$ cat src/rtl/s2_arb_pkg.sv
// Shared types and helpers for the S2 select-cell round-robin arbiter.
package s2_arb_pkg;

    localparam int unsigned NREQ = 4;

    typedef enum logic {
        IDLE = 1'b0,
        XFER = 1'b1
    } state_t;

    // Cell pin order {A1,B1,A0,B0}; the cell decodes S1=A1|B1, S0=A0&B0.
    function automatic logic [3:0] sel_to_pins(input logic [1:0] sel);
        return {sel[1], 1'b0, sel[0], sel[0]};
    endfunction

endpackage

$ cat src/rtl/rr_pick4.sv
// Combinational 4-way round-robin pick: first set req bit after ptr, wrapping.
module rr_pick4
    import s2_arb_pkg::*;
(
    input  logic [3:0] req,
    input  logic [1:0] ptr,
    output logic [1:0] win,
    output logic       any
);

    logic [1:0] idx;

    always_comb begin
        win = '0;
        any = 1'b0;
        idx = '0;
        for (int unsigned k = 1; k <= NREQ; k++) begin
            idx = ptr + 2'(k);
            if (!any && req[idx]) begin
                win = idx;
                any = 1'b1;
            end
        end
    end

endmodule

$ cat src/rtl/s2_share_arb.sv
// Round-robin burst arbiter sharing one registered N-bit 4:1 S2 select cell.
module s2_share_arb
    import s2_arb_pkg::*;
#(
    parameter int unsigned N     = 8,
    parameter int unsigned BURST = 4
) (
    input  logic         clk,
    input  logic         clr,
    input  logic [3:0]   req,
    input  logic [N-1:0] D0,
    input  logic [N-1:0] D1,
    input  logic [N-1:0] D2,
    input  logic [N-1:0] D3,
    output logic [3:0]   gnt,
    output logic         busy,
    output logic [N-1:0] out,
    output logic         out_valid,
    output logic [1:0]   out_src
);

    localparam logic [3:0] CNT_INIT = 4'(BURST - 1);

    state_t       state_q, state_d;
    logic [1:0]   sel_q, sel_d;
    logic [1:0]   ptr_q, ptr_d;
    logic [3:0]   cnt_q, cnt_d;
    logic [N-1:0] out_q;
    logic         out_valid_q;
    logic [1:0]   out_src_q;

    logic [1:0]   pick_ptr, win;
    logic         any, beat, burst_end;
    logic [3:0]   pins;
    logic [1:0]   cell_sel;
    logic [N-1:0] cell_d;

    // At burst end the pointer is about to become sel, so pick from sel directly.
    assign pick_ptr = (state_q == XFER) ? sel_q : ptr_q;

    rr_pick4 u_pick (
        .req (req),
        .ptr (pick_ptr),
        .win (win),
        .any (any)
    );

    assign beat      = (state_q == XFER) && req[sel_q];
    assign burst_end = (state_q == XFER) && (!req[sel_q] || (cnt_q == '0));

    always_comb begin
        state_d = state_q;
        sel_d   = sel_q;
        ptr_d   = ptr_q;
        cnt_d   = cnt_q;
        unique case (state_q)
            IDLE: begin
                if (any) begin
                    state_d = XFER;
                    sel_d   = win;
                    cnt_d   = CNT_INIT;
                end
            end
            XFER: begin
                if (burst_end) begin
                    ptr_d = sel_q;
                    if (any) begin
                        sel_d = win;
                        cnt_d = CNT_INIT;
                    end else begin
                        state_d = IDLE;
                    end
                end else if (beat) begin
                    cnt_d = cnt_q - 4'd1;
                end
            end
            default: state_d = IDLE;
        endcase
    end

    assign pins     = sel_to_pins(sel_q);
    assign cell_sel = {pins[3] | pins[2], pins[1] & pins[0]};

    always_comb begin
        cell_d = '0;
        unique case (cell_sel)
            2'd0: cell_d = D0;
            2'd1: cell_d = D1;
            2'd2: cell_d = D2;
            2'd3: cell_d = D3;
            default: cell_d = '0;
        endcase
    end

    always_ff @(posedge clk) begin
        if (!clr) begin
            state_q     <= IDLE;
            sel_q       <= '0;
            ptr_q       <= 2'd3;
            cnt_q       <= '0;
            out_q       <= '0;
            out_valid_q <= 1'b0;
            out_src_q   <= '0;
        end else begin
            state_q     <= state_d;
            sel_q       <= sel_d;
            ptr_q       <= ptr_d;
            cnt_q       <= cnt_d;
            out_valid_q <= beat;
            if (beat) begin
                out_q     <= cell_d;
                out_src_q <= sel_q;
            end
        end
    end

    assign busy      = (state_q == XFER);
    assign gnt       = busy ? (4'b0001 << sel_q) : 4'b0000;
    assign out       = out_q;
    assign out_valid = out_valid_q;
    assign out_src   = out_src_q;

endmodule

$ cat config.mk
export PLATFORM = sky130hd
export DESIGN_NAME = s2_share_arb
export DESIGN_NICKNAME = d
export VERILOG_FILES = /design/src/rtl/s2_arb_pkg.sv /design/src/rtl/rr_pick4.sv /design/src/rtl/s2_share_arb.sv
export SDC_FILE = /design/constraint.sdc
export NUM_CORES = 1
export LEC_CHECK = 0
export CAP_MARGIN = 20
export CORE_MARGIN = 1
export CORE_UTILIZATION = 42
export CTS_BUF_LIST = sky130_fd_sc_hd__clkbuf_4
export DETAILED_ROUTE_END_ITERATION = 7
export PLACE_DENSITY = 0.81
export SYNTH_ARGS = -nofsm -noshare
export SYNTH_HDL_FRONTEND = slang
export SYNTH_SLANG_ARGS = --single-unit
$ cat constraint.sdc
create_clock -name clk -period 2.06 [get_ports clk]
set_input_delay 0.412 -clock clk [delete_from_list [all_inputs] [get_ports clk]]
set_output_delay 0.412 -clock clk [all_outputs]
set_load 0.03 [all_outputs]
# [Word-level counts from Yosys, hierarchy flattened]
# Cells that the tools add are included.
[classes] add_sub_neg=4 order_cmp=5 n_eq_ne=5 shift=1 mux=31 n_bitwise=1 n_reduce_logical=13
[op_table] operator="8-bit one-hot mux with 4 select lines" n=1
[op_table] operator="4-bit two-way mux" n=4
[op_table] operator="2-bit by 3-bit < comparator with 1-bit output (second input constant)" n=5
[op_table] operator="2-bit two-way mux" n=7
[op_table] operator="1-bit two-way mux" n=11
[op_table] operator="1-bit binary-select mux with 2-bit select" n=5
[op_table] operator="4-bit one-hot mux with 2 select lines" n=1
[op_table] operator="1-bit logical AND" n=5
[op_table] operator="2-bit adder (second input constant)" n=2
[op_table] operator="2-bit == test (second input constant)" n=2
[op_table] operator="1-bit logical NOT" n=4
[op_table] operator="4-bit logical NOT" n=1
[op_table] operator="2-bit one-hot mux with 2 select lines" n=1
[op_table] operator="1-bit by 2-bit left shift with 4-bit output (first input constant)" n=1
[op_table] operator="4-bit by 1-bit subtractor with 4-bit output (second input constant)" n=1
[op_table] operator="3-bit by 1-bit inequality test with 1-bit output (second input constant)" n=1
[op_table] operator="2-bit by 1-bit adder with 2-bit output (second input constant)" n=1
[op_table] operator="2-bit by 1-bit == test with 1-bit output (second input constant)" n=1
[op_table] operator="2-bit logical NOT" n=1
[op_table] operator="2-bit by 1-bit inequality test with 1-bit output (second input constant)" n=1
[op_table] operator="1-bit one-hot mux with 2 select lines" n=1
[op_table] operator="2-bit AND reduction" n=1
[op_table] operator="1-bit logical OR" n=1
[op_table] operator="1-bit NOT" n=1
[totals] register_bits=20 input_bits=38 word_cells=67

# [Depth between registers and ports, before layout]
# Gate-level depths: netlist of the first run.
[logic_depth] word_depth=17 depth_mapped=6 depth_no_buf=6

# [Cells and area by module]
# From an unflattened synthesis of the first run, not the netlist that was laid out.
[unflattened] hier_cells=137 hier_area_um2=1295.0
[by_module_without_submodules] mod="s2_share_arb" n_inst=1 cells_each=123 area_per_inst_um2=1203.7 seq_area_each_um2=400.4
[by_module_without_submodules] mod="rr_pick4" n_inst=1 cells_each=14 area_per_inst_um2=91.3 seq_area_each_um2=0.0

# [Least setup slack after synthesis of the first run]
# OpenSTA, ideal clock, no wires.
[synth_timing] kind="reg2out" startpoint="reg state_q (netlist: busy)" endpoint="out gnt[0]" t_arrival_ps=1444 required_ps=1648 setup_slack_ps=204 path_stages_with_launch=4 n_path_buf=1 cell_sequence="dfxtp_1 -> buf_2 -> nor2b_1 -> nor2b_1"
[synth_via] elab_chain_cells=1
[synth_rtl] item="start, declared" line="s2_share_arb.sv:24" source="state_t state_q, state_d;"
[synth_rtl] item="start signal, assigned" line="s2_share_arb.sv:105" source="state_q <= state_d;"
[synth_rtl] item="4-bit two-way mux" line="s2_share_arb.sv:118" source="assign gnt = busy ? (4'b0001 << sel_q) : 4'b0000;"
[synth_rtl] item="end, declared" line="s2_share_arb.sv:15" source="output logic [3:0] gnt,"
# Every way passes these cells.

# [Worst setup path in the final report of the first run]
[layout_timing] startpoint="reg state_q (netlist: busy)" endpoint="out busy"
[layout_rtl] item="end, declared" line="s2_share_arb.sv:16" source="output logic busy,"
# No word-level cell between the ends.

==> results of run 1 <==
sequential cells by signal, summed over array words and instances (netlist names):
name       count
cnt_q          4
ptr_q          2
cell_sel       2
out_src        2
busy           1
out_valid      1
out            8
timing repair:
item | in CTS | in global routing
resized for setup | 1 | 0
hold buffers | 0 | 0
endpoints found under the hold margin | 0 | 0
endpoints found under the setup margin | 1 | 0
final timing paths:
| path | cells after the start | to | start |
|---|---|---|---|
| worst max-delay path | 2 | busy | busy |
| worst min register to register | 2 | out[1] | out[1] |
| worst max register to register | 5 | cnt_q[3] | cell_sel[0] |
| worst min-delay path | 2 | out[1] | out[1] |
metrics by stage:
step | std cells | hold slack (ns) | cell area (µm²)
after detailed placement | 209 | 0.454 | 1750
after global placement | 209 | 0.448 | 1750
after global routing | 213 | 0.489 | 1800
final | 213 | 0.468 | 1800
after floorplan | 126 | 0.477 | 1170
after CTS | 213 | 0.471 | 1800
final cells by class:
| class | instances | share of cell area, % |
|---|---|---|
| Clock buffer | 3 | 1.25 |
| Clock inverter | 1 | 1.67 |
| Inverter | 3 | 0.626 |
| Multi-Input combinational cell | 95 | 39.8 |
| Sequential cell | 20 | 22.3 |
| Tap cell | 30 | 2.09 |
| Timing Repair Buffer | 61 | 32.3 |
Yosys cell counts:
master     instances
nand3_1            2
nor4_1             1
clkbuf_1           2
buf_1              1
a2bb2oi_2          1
o221ai_1           1
and2_1             3
or4_1              1
nor3b_1            1
nor2b_1            5
nor2_1             5
buf_6              1
mux2i_2            1
nand3b_1           2
a32oi_1            1
buf_4              1
nand2b_1           2
inv_1              3
o211a_1            2
o211ai_1           1
mux4_2             8
buf_2              3
o21ai_1            2
nand2_1           24
a21oi_1            4
nand4b_1           1
and2_0             1
a21boi_0           9
mux2i_1            3
and3_1             1
nor3_1             1
o311ai_0           1
dfxtp_1           20
o21ai_0            6
mux2_2             2
ha_1               1
o31a_1             1
a22oi_1            1
kinds of logic (layout without fill, tap and decap cells):
| logic type | after synthesis | after routing | share of synthesized area [%] |
|---|---|---|---|
| and+or+nand+nor | 50 | 50 | 20.8 |
| buffers and inverters | 11 | 68 | 4.80 |
| adders and majority gates | 1 | 1 | 1.07 |
| AOI/OAI and AO/OA | 30 | 30 | 18.1 |
| DFF | 20 | 20 | 34.2 |
| muxes | 14 | 14 | 21.0 |
power groups by stage:
stage	Sequential (mW)	Combinational (mW)	Clock, mW
floorplan	0.498	0.255	0
global placement	0.463	0.463	0
detailed placement	0.464	0.479	0
CTS	0.455	0.478	0.326
global route	0.462	0.514	0.341
finish	0.456	0.475	0.321
tightest hold or removal path: cells and delay by family, from the launching register on:
kind	cells	cell delay, ns
flops	1	0.33
compound gates	1	0.06
simple gates	1	0.05
per-layer routing:
metal	track usage (%)	vias up	wire length, µm
met2	43.6	54	1530
met5	0	-	0
li1	-	572	-
met1	22.9	554	1250
met4	8.55	0	34
met3	4.72	4	341
==> results.ini, run 1 <==
[timing]
finalSetupViolCount=0
tightest_slew_ns=0.441
finalSetupTns_ns=0
grt_setup_unrepaired=no
relSlewSlack_pct=70.6
period_minus_slack_ns=1.92
fin_ws_ns=0.139
hold_viol_final=0
drv_slew=0
fmax_ghz=0.521
finalCritPeriodShare_pct=93.2
finClkSkew_ns=0.00227

[clocking]
ctsHtreeMaxLevel=1
insertion_delay_ns=0.30
cts_root_buf=clkbuf_4
cts_tree=yes
clk_pin_slew_ns=0.12
cts_setup_buffers=0
cts_made_buffers=3
clock_path_buffers=2
cts_sinks=20

[setup_path]
max_stage_delay_ns=0.69
cp.required_ns=1.65
crit_slowest_cell=clkdlybuf4s50_1
cp.arrival_ns=1.51
cp_cell_sequence=buf_4, clkdlybuf4s50_1
cp_top_family=buffers and inverters
path_max_fanout=8
critPathLaunchType=register
reg2reg_slack_ns=0.24
path_class=reg2out
critPathCaptureType=output pin
crit_buf_inv=2

[logic_synthesis]
yosysSeqAreaShare_pct=34.2
ys_types=38
ys_warn_count=0
yosys_register_bits=20
syn_avg_cell_area_um2=9.30
yosysTopAreaCell=dfxtp_1
netlist_top_cells_area=dfxtp_1 (34%), mux4_2 (15%), nand2_1 (7.7%)
synth_top_area_share_pct=34.2
syn_inst=126
netlist_area_mm2=0.00117
synth_fp_nets=165

[finish]
insertedDiodeCount=0
multi_input_area_um2=716
layout.nets=223
layout_commonest_cell=clkdlybuf4s50_1
seqCellArea_um2=400
layout_common_cells=clkdlybuf4s50_1 (49), nand2_1 (24), dfxtp_1 (20)
fillers=220
drive_gt1_share_pct=14.8
final_core_util_pct=70.1
area_delta_synth_final_pct=53.5

[detailed_routing]
drtIter0Drc=18
ant_nets=0
first_pass_iters=4
drt-vias-per-instance=5.56
vias=1184
drc=0
wl_um=3160
wl_per_cell_um=14.8

[floorplan]
pin_count=54
initial_core_util_pct=45.7
fp.dieArea_mm2=0.00301
dieWidth_um=54.8
rows=18
die_y_um=54.8
core_mm2=0.00257

[placement]
gp_congestion=0.826
dp_slack_ns=0.00271
dp_hpwl_um=2430
io_buffers=53

[power_and_ir_drop]
leakagePower_nw=0.682
ir_drop_v=0.000456
power.internal_uw=871
power_per_cell_area_mw_per_mm2=696
seqPwrFrac_pct=36.4
comb_power_share_pct=37.9
finalPower_mw=1.25
clkPwrFrac_pct=25.6
p_sw_share_pct=30.4
p_sw_uw=381

[grt]
antenna_found_initial=0
grt.overflow.total=0
grt_pass1_vias=1155
grt_pass1_wl_um=4820
global_route.usage.total_pct=22.5
grt_start_max_net_pins=18

[worst_hold_path]
hold_class=reg2reg

[outcome]
outcome=finished clean

[job]
drv_cap=0

Power figures use the tool's default switching activity.
==> run 2: changes to the inputs <==
--- a/config.mk
+++ b/config.mk
@@ -5,12 +5,15 @@
 export SDC_FILE = /design/constraint.sdc
 export NUM_CORES = 1
 export LEC_CHECK = 0
+export ABC_CLOCK_PERIOD_IN_PS = 2060
 export CAP_MARGIN = 20
+export CELL_PAD_IN_SITES_DETAIL_PLACEMENT = 0
+export CELL_PAD_IN_SITES_GLOBAL_PLACEMENT = 2
 export CORE_MARGIN = 1
-export CORE_UTILIZATION = 42
+export CORE_UTILIZATION = 24
 export CTS_BUF_LIST = sky130_fd_sc_hd__clkbuf_4
 export DETAILED_ROUTE_END_ITERATION = 7
-export PLACE_DENSITY = 0.81
+export PLACE_DENSITY_LB_ADDON = 0.1
 export SYNTH_ARGS = -nofsm -noshare
 export SYNTH_HDL_FRONTEND = slang
 export SYNTH_SLANG_ARGS = --single-unit
==> results.ini, run 2 (synthesis gave the netlist of run 1 again) <==
[outcome]
outcome=finished clean

[finish]
layout_commonest_cell=clkdlybuf4s50_1
layout_common_cells=clkdlybuf4s50_1 (49), nand2_1 (24), dfxtp_1 (20)
insertedDiodeCount=0  ; unchanged
finalNonFillerCells=253  ; +19%
drive_gt1_share_pct=16.1  ; +1.4 points
largest_reg_flops=8  ; unchanged
fillers=488  ; +120%
layout.nets=227  ; +1.8%
area_delta_synth_final_pct=57.4

[setup_path]
cp.required_ns=1.65  ; about the same
crit_slowest_cell=clkdlybuf4s50_1
critPathLaunchType=register
critPathCaptureType=output pin
path_max_fanout=8  ; unchanged
crit_buf_inv=2  ; unchanged
cp_top_family=buffers and inverters
path_class=reg2out
cp_cell_sequence=buf_4, clkdlybuf4s50_1
cp.arrival_ns=1.47  ; -0.04 ns
max_stage_delay_ns=0.68  ; about the same
reg2reg_slack_ns=0.34  ; +0.10 ns

[detailed_routing]
drt-vias-per-instance=4.61  ; -17%
first_pass_iters=4  ; unchanged
ant_nets=0  ; unchanged
wl_per_cell_um=13.7  ; -7.8%
vias=1167  ; -1.4%
drc=0  ; unchanged
wl_um=3460  ; +9.5%
drtIter0Drc=36  ; +18

[timing]
tightest_slew_ns=0.387  ; -0.0540 ns
fin_ws_ns=0.176  ; +0.0363 ns
hold_viol_final=0  ; unchanged
finalCritPeriodShare_pct=91.5  ; -1.8 points
relSlewSlack_pct=73.9  ; +3.3 points
drv_slew=0  ; unchanged
fmax_ghz=0.531  ; +1.9%
hold-worst-slack_ns=0.468  ; -0.000286 ns
grt_setup_unrepaired=no
finClkSkew_ns=0.00557  ; +0.00329 ns
finalSetupViolCount=0  ; unchanged
finalSetupTns_ns=0  ; unchanged
period_minus_slack_ns=1.88  ; -0.0363 ns

[power_and_ir_drop]
power_per_cell_area_mw_per_mm2=613  ; -12%
finalPower_mw=1.13  ; -9.6%
leakagePower_nw=0.687  ; +0.74%
ir_drop_v=0.000281  ; -39%

[floorplan]
dieWidth_um=71.9  ; +31%
die_y_um=71.9  ; +31%
pin_count=54  ; unchanged
core_mm2=0.00472  ; +84%
rows=25  ; +7
initial_core_util_pct=24.8  ; -21 points
fp.dieArea_mm2=0.00517  ; +72%

[placement]
placed_cells=250  ; +20%
dp_slack_ns=0.00447  ; +0.00176 ns
gp_congestion=0.756  ; -8.5%
dp_hpwl_um=2660  ; +9.4%
io_buffers=53  ; unchanged

[clocking]
cts_tree=yes
cts_root_buf=clkbuf_4
cts_sinks=20  ; unchanged
clock_path_buffers=2  ; unchanged
cts_setup_buffers=0  ; unchanged
insertion_delay_ns=0.30  ; about the same
cts_made_buffers=3  ; unchanged
ctsHtreeMaxLevel=1  ; unchanged
clk_pin_slew_ns=0.11  ; about the same
ctsHoldBuffers=0  ; unchanged

[grt]
grt_start_max_net_pins=18  ; unchanged
antenna_found_initial=0  ; unchanged
grt_pass1_vias=1145  ; -0.87%
grt_pass1_wl_um=5350  ; +11%
grt.overflow.total=0  ; unchanged
global_route.usage.total_pct=13.5  ; -9.0 points

[job]
drv_cap=0  ; unchanged

[worst_hold_path]
hold_class=reg2reg

[run 2: final timing paths]
| check | cells after the start | start | endpoint |
|---|---|---|---|
| worst max-delay path | 2 | busy | busy |
| worst max register to register | 6 | cell_sel[0] | cell_sel[0] |
| worst min-delay path | 2 | out[0] | out[0] |
| worst min register to register | 2 | out[0] | out[0] |
[run 2: per-layer routing]
layer	part of all wire, %	GRT usage (%)
met1	42	15.4
met2	51	24.6
met3	6.3	4.31
met4	0.61	2.61
met5	0	0
[run 2: repair_timing]
item	4_1_cts	5_1_grt
setup endpoints to repair	1	0
hold endpoints to repair	0	0
resized for setup	1	0
[run 2: worst min-delay path, delay by kind of cell (launching register included)]
| kind | cells | cell delay (ns) |
|---|---|---|
| simple gates | 1 | 0.05 |
| flops | 1 | 0.33 |
| compound gates | 1 | 0.06 |
[run 2: cell type report]
type                       count  area (µm²)  share of cell area, %
multi-input combinational     95         716                   38.8
clock buffer                   3        22.5                   1.22
timing repair buffer          65         612                   33.2
inverter                       3        11.3                  0.610
sequential                    20         400                   21.7
tap                           67        83.8                   4.54
[run 2: power breakdown]
part	switching, mW	total (mW)	internal (mW)
sequential	0.0294	0.455	0.425
clock	0.118	0.186	0.0681
combinational	0.230	0.491	0.260
total	0.378	1.13	0.754
[run 2: metrics by stage]
stage               area [µm²]  util (%)
finish                    1850      39.1
global placement          1820      38.6
global route              1850      39.1
floorplan                 1170         -
CTS                       1850      39.1
detailed placement        1820      38.6
